**src/rtl/filtro_temp.sv**
```systemverilog
// Moving-average temperature filter: range-checks raw samples, averages the last N_PROM
// accepted ones and flags a sensor fault after ERR_LIM consecutive rejects.
module filtro_temp #(
  parameter int unsigned N_PROM         = 4,
  parameter int          LIM_SENSOR_MIN = -400,
  parameter int          LIM_SENSOR_MAX = 1000,
  parameter int unsigned ERR_LIM        = 3
) (
  input  logic               clk,
  input  logic               rst,
  input  logic               muestra_valida,
  input  logic signed [10:0] muestra,
  output logic signed [10:0] temp_salida,
  output logic               temp_valida,
  output logic               ventana_llena,
  output logic               error_sensor
);

  localparam int unsigned Log = $clog2(N_PROM);
  localparam int unsigned SW  = 11 + Log;
  localparam int unsigned CW  = $clog2(N_PROM + 1);
  localparam int unsigned RW  = $clog2(ERR_LIM + 1);

  localparam logic signed [10:0] LimMin = LIM_SENSOR_MIN[10:0];
  localparam logic signed [10:0] LimMax = LIM_SENSOR_MAX[10:0];
  localparam logic [CW-1:0]      CntMax = CW'(N_PROM);
  localparam logic [RW-1:0]      RejMax = RW'(ERR_LIM);

  logic signed [10:0]   ventana_q [N_PROM];
  logic signed [10:0]   ventana_d [N_PROM];
  logic signed [SW-1:0] sum_q, sum_d;
  logic [CW-1:0]        count_q, count_d;
  logic [RW-1:0]        rej_q, rej_d;
  logic                 llena_q, llena_d;
  logic                 pend_q, pend_d;
  logic signed [10:0]   salida_q, salida_d;
  logic                 valida_q, valida_d;
  logic                 error_q, error_d;

  logic                 aceptada, rechazada;
  logic signed [10:0]   viejo;
  logic signed [SW-1:0] nuevo_ext, viejo_ext;

  always_comb begin
    aceptada  = muestra_valida && (muestra >= LimMin) && (muestra <= LimMax);
    rechazada = muestra_valida && !aceptada;
    viejo     = llena_q ? ventana_q[N_PROM-1] : 11'sd0;
    nuevo_ext = {{Log{muestra[10]}}, muestra};
    viejo_ext = {{Log{viejo[10]}}, viejo};

    ventana_d = ventana_q;
    sum_d     = sum_q;
    count_d   = count_q;
    llena_d   = llena_q;
    rej_d     = rej_q;
    pend_d    = 1'b0;

    if (aceptada) begin
      ventana_d[0] = muestra;
      for (int i = 1; i < int'(N_PROM); i++) begin
        ventana_d[i] = ventana_q[i-1];
      end
      sum_d   = sum_q + nuevo_ext - viejo_ext;
      count_d = (count_q == CntMax) ? count_q : count_q + 1'b1;
      llena_d = (count_d == CntMax);
      // Only samples that leave the window full produce an output next edge.
      pend_d  = llena_d;
      rej_d   = '0;
    end else if (rechazada) begin
      rej_d = (rej_q == RejMax) ? rej_q : rej_q + 1'b1;
    end

    error_d  = (rej_d == RejMax);
    valida_d = pend_q;
    salida_d = pend_q ? 11'(sum_q >>> Log) : salida_q;
  end

  always_ff @(posedge clk) begin
    if (rst) begin
      for (int i = 0; i < int'(N_PROM); i++) begin
        ventana_q[i] <= '0;
      end
      sum_q    <= '0;
      count_q  <= '0;
      llena_q  <= 1'b0;
      rej_q    <= '0;
      pend_q   <= 1'b0;
      salida_q <= '0;
      valida_q <= 1'b0;
      error_q  <= 1'b0;
    end else begin
      ventana_q <= ventana_d;
      sum_q     <= sum_d;
      count_q   <= count_d;
      llena_q   <= llena_d;
      rej_q     <= rej_d;
      pend_q    <= pend_d;
      salida_q  <= salida_d;
      valida_q  <= valida_d;
      error_q   <= error_d;
    end
  end

  assign temp_salida   = salida_q;
  assign temp_valida   = valida_q;
  assign ventana_llena = llena_q;
  assign error_sensor  = error_q;

endmodule

```
**config.mk**
```make
export PLATFORM = sky130hd
export DESIGN_NAME = filtro_temp
export DESIGN_NICKNAME = d
export VERILOG_FILES = /design/src/rtl/filtro_temp.sv
export SDC_FILE = /design/constraint.sdc
export NUM_CORES = 1
export LEC_CHECK = 0
export CAP_MARGIN = 20
export CELL_PAD_IN_SITES_DETAIL_PLACEMENT = 1
export CELL_PAD_IN_SITES_GLOBAL_PLACEMENT = 1
export CORE_MARGIN = 2
export CORE_UTILIZATION = 44
export DETAILED_ROUTE_END_ITERATION = 10
export GPL_ROUTABILITY_DRIVEN = 1
export PLACE_DENSITY = 0.87
export SLEW_MARGIN = 0
export SYNTH_ARGS = -nofsm -noshare
export SYNTH_HDL_FRONTEND = slang
export SYNTH_SLANG_ARGS = --single-unit
```
**constraint.sdc**
```tcl
create_clock -name clk -period 3.9 [get_ports clk]
set_input_delay 0.78 -clock clk [delete_from_list [all_inputs] [get_ports clk]]
set_output_delay 0.78 -clock clk [all_outputs]
set_load 0.05 [all_outputs]
```
# ---- Word level (Yosys, flattened, before mapping)
# Index checks and enable logic that the tools add are counted.
dict set report word_totals {
  register_bits 77
  input_bits 14
  out_inout_bits 14
  elab_cells 33
}
dict set report op_classes {
  addsub 4
  n_lt_le_gt_ge 2
  n_eq_ne 4
  muxes 5
  bitwise 1
  n_reduce_logical 5
}
# operator count
set ops {}
lappend ops {{$add 13x11->13} 1}
lappend ops {{$sub 13x11->13} 1}
lappend ops {{$ge 11x10->1 const B} 1}
lappend ops {{$le 11x11->1 const B} 1}
lappend ops {{$mux 11} 1}
lappend ops {{$eq 3x3->1 const B} 2}
lappend ops {{$mux 2} 3}
lappend ops {{$eq 2x2->1 const B} 2}
lappend ops {{$add 3x1->3 const B} 1}
lappend ops {{$logic_and 1x1->1} 3}
lappend ops {{$mux 3} 1}
lappend ops {{$add 2x1->2 const B} 1}
lappend ops {{$reduce_or 2->1} 1}
lappend ops {{$logic_not 1->1} 1}
lappend ops {{$not 1->1} 1}

# ---- Logic depth before layout (Yosys ltp)
dict set report depth {
  ltp_word 8
  depth_mapped 11
  ltp_nobuf 10
}

# ---- Worst setup path after synthesis
# OpenSTA, ideal clock, no wires.
dict set report synth_path {
  path_type {flip-flop to flip-flop}
  startpoint {register llena_q (netlist: ventana_llena)}
  endpoint {register sum_q[11]}
  setup_ps 95
  arrival_ps 2957
  path_slack_ps 848
  path_stages_with_launch 11
  n_path_buf 1
  path_cell_list {dfxtp_1 > clkbuf_1 > and2_1 > fa_1 > inv_1 > ha_1 > a21o_1 > a21o_1 > a221o_1 > or4_1 > o311ai_1}
}
dict set report synth_between {
  elab_chain_cells 2
}
# item line
set synth_lines {}
lappend synth_lines {{from (decl)} 34} ;# logic llena_q, llena_d;
lappend synth_lines {{from (signal assigned)} 95} ;# llena_q <= llena_d;
lappend synth_lines {{$mux 11} 47} ;# viejo = llena_q ? ventana_q[N_PROM-1] : 11'sd0;
lappend synth_lines {{$sub 13x11->13} 63} ;# sum_d = sum_q + nuevo_ext - viejo_ext;
lappend synth_lines {{to (signal assigned)} 93} ;# sum_q <= sum_d;
lappend synth_lines {{to (decl)} 31} ;# logic signed [SW-1:0] sum_q, sum_d;
# Every way passes these cells.
# A chain may end at the register's enable or synchronous reset.

# ---- Worst setup path after layout
dict set report layout_path {
  startpoint {input port muestra[1]}
  endpoint {register sum_q[10]}
}
dict set report layout_between {
  elab_chain_cells 3
}
# item line
set layout_lines {}
lappend layout_lines {{from (decl)} 12} ;# input logic signed [10:0] muestra,
lappend layout_lines {{parallel branches: the longest is 3 deep, another holds $add 13x11->13} -}
# Parallel ways; which one is timed is not known.

==> summary.txt <==
Routing
  • Routed wire per std cell: 15.7 µm
  • Via count: 3,292
  • DRC Markers: 0
  • Initial DRC Count: 177
  • Post-route ant nets: 0
  • Final WL: 9.78 mm
  • DR pass1 iterations: 4
  • Detail-routed via count per cell: 5.28

Final layout
  • Layout Utilization: 52.3%
  • Area growth syn-to-layout: 16.2%
  • Register area: 1540 µm²
  • Fraction of layout cells with a size suffix above 1: 6.60%
  • Area of the multi-input gates: 2040 µm²
  • Fillers: 1,063
  • Diode count: 0
  • Final nets: 552

Global routing
  • Initial antenna violation count: 0
  • Vias in the first global route: 3,403
  • Largest net degree at the start of global routing: 45
  • First-pass GRT wire length: 16.4 mm
  • Total grt overflow: 0
  • Gr usage total: 21.3%

Logic synthesis
  • Post-synthesis register bit count: 77
  • Post-synth ARST share: 0%
  • Syn. warnings: 0
  • EDFF count, synth: 0
  • Cell variety after synth: 46
  • Avg Synthesized Cell Area: 8.05 µm²
  • Mapped Area: 3890 µm²
  • Sequential-to-total area share from yosys stat: 39.6%
  • Most used DFF post-synth: dfxtp_1
  • Total nets after synthesis: 525
  • Cells after synthesis: 483

Worst setup path
  • Kind of start point of the critical path: input port
  • CP Data Arrival Time: 3.60 ns
  • Critical path cell sequence: clkdlybuf4s50_1 -> inv_1 -> fa_1 -> inv_1 -> fa_1 -> a21oi_1 -> o21ai_0 -> a211o_1 -> a2111o_1 -> o311ai_0
  • Crit path capture type: flop
  • CP max stage delay: 0.54 ns
  • Crit path max fanout: 3
  • Slowest cell on crit path: fa_1
  • Critical Path RT: 4.16 ns
  • Critical setup path kind: in -> reg

STA
  • Rel. slew slack: 54.6%
  • Unrepaired setup endpoints after global routing: false
  • Fmax: 0.299 GHz
  • Pins Over Slew Limit: 0
  • Least-Margin Pin Slew: 0.676 ns
  • Crit path time final: 3.34 ns
  • Endpoints failing setup: 0
  • Period Utilization, post-route: 85.7%
  • Final setup TNS: 0 ns
  • Clock skew after layout: 0.00923 ns
  • Final hold vios: 0

Hold path
  • HP Class: reg -> reg

Clocking
  • CTS sink count: 77
  • CTS buffer count: 9
  • CTS max path bufs: 2
  • CTS Hold Bufs: 0
  • Gates resized, CTS repair: 0
  • Skew-Pair Late Insertion Delay: 0.36 ns
  • Clock transition at path regs: 0.08 ns
  • Clk root buf: clkbuf_8
  • Buffer count from post-CTS setup fixing: 0
  • H-tree depth reported by CTS: 3
  • CTS tree: done

Die
  • Width of the die: 98.0 µm
  • Die H: 98.0 µm
  • Initial Util: 45.0%
  • Die Area: 9610 µm²
  • Core area: 8640 µm²
  • Num rows: 34
  • Number of I/O pins: 28

Placed design
  • IO Port Bufs: 27
  • HPWL Detailed: 7.10 mm
  • Final Wtd Congestion: 0.920

Power and ir drop
  • Power after layout: 2.09 mW
  • PwrDens: 462 nW/µm²
  • Maximum VDD drop: 0.171 mV
  • Lkg Pwr: 1.79 nW

Outcome
  • Status: finished clean

Job
  • Max cap viols: 0
## state kept, by name, indices dropped and copies added (netlist names)
register,cells
count_q,3
ventana_q,44
rej_q,2
temp_valida,1
temp_salida,11
pend_q,1
error_sensor,1
sum_q,13
ventana_llena,1
## report_power, final
part	total [mW]	switching [mW]	internal [mW]
Clock	0.639	0.309	0.330
Combinational	0.580	0.342	0.239
Sequential	0.868	0.0379	0.830
## worst paths after layout
path / slack, ns / cells past startpoint / start / endpoint
setup reg to reg: 0.89 / 9 / ventana_llena / sum_q[11]
hold / removal: 0.46 / 2 / ventana_q[11] / ventana_q[0]
hold reg to reg: 0.46 / 2 / ventana_q[11] / ventana_q[0]
setup / recovery: 0.56 / 10 / muestra[1] / sum_q[10]
## critical path: cells and delay by family
kind | cells | cell delay, ns
fa+ha+maj | 2 | 1.01
buf+inv | 3 | 0.67
compound gates | 5 | 1.14
## cell usage in the layout, fill, tap and decap left out, types with 12 or more instances in the layout
cell type / count
nand2_1: 112
clkdlybuf4s50_1: 26
dfxtp_1: 77
mux2i_1: 12
a21oi_1: 67
fa_1: 12
ha_1: 16
inv_1: 52
nor2_1: 21
buf_4: 12
## cell families after synthesis
kind of cell | count (synthesis) | synth area share, %
adder cells (fa/ha/maj) | 28 | 11.3
AND/OR/NAND/NOR | 182 | 20.8
AO/OA/AOI/OAI | 102 | 15.9
XOR/XNOR | 5 | 1.13
flip-flops | 77 | 39.6
buffers and inverters | 77 | 8.11
multiplexers | 12 | 3.09
## area by class of cell
class / count / area share, %
Multi-Input combinational cell: 329 / 45.2
Sequential cell: 77 / 34.1
Timing Repair Buffer: 41 / 8.75
Inverter: 52 / 4.32
Clock buffer: 11 / 3.35
Tap cell: 108 / 2.99
Clock inverter: 5 / 1.30
## synthesized netlist by cell type (2+ instances only)
cell type | n | share of area (%)
fa_1 | 12 | 6.2
nor2_1 | 22 | 2.1
o311ai_0 | 3 | 0.68
buf_2 | 6 | 0.77
a211oi_1 | 2 | 0.39
ha_1 | 16 | 5.1
nor3_1 | 6 | 0.77
a21o_1 | 9 | 1.7
a221o_1 | 2 | 0.51
mux2i_1 | 12 | 3.1
a2111o_1 | 2 | 0.58
nand2_1 | 112 | 11
nand3_1 | 3 | 0.39
o21bai_1 | 2 | 0.39
or3_1 | 2 | 0.32
nand4_1 | 5 | 0.80
xnor2_1 | 2 | 0.45
a21oi_1 | 67 | 8.6
nand4b_1 | 2 | 0.45
clkbuf_1 | 11 | 1.1
buf_1 | 5 | 0.48
a31oi_1 | 2 | 0.32
o211ai_1 | 4 | 0.77
o21ai_0 | 3 | 0.39
xor2_1 | 3 | 0.68
buf_6 | 2 | 0.58
and3_1 | 4 | 0.64
and2_1 | 11 | 1.8
inv_1 | 52 | 5.0
nor3b_1 | 3 | 0.58
dfxtp_1 | 77 | 40
nand2b_1 | 2 | 0.32
nor2b_1 | 4 | 0.64
## per-layer routing
metal  up-vias  GRT usage (%)  routed length (µm)  share of wire [%]
li1       1641              -                   -                  -
met1      1585           26.0                4290                 44
met2        46           36.7                4960                 51
met3        20           4.58                 313                3.2
met4         0           8.65                 223                2.3
met5         -              0                   0                  0
## metrics by stage
stage               cell area [µm²]  setup WS (ns)  cells  hold slack, ns
detailed placement             4310          0.193    607           0.447
global route                   4520          0.397    623           0.476
finish                         4520          0.559    623           0.456
floorplan                      3890          0.848    483           0.432
global placement               4310          0.253    607           0.436
CTS                            4520          0.569    623           0.459
No activity file was read; power rests on OpenSTA's default activity.
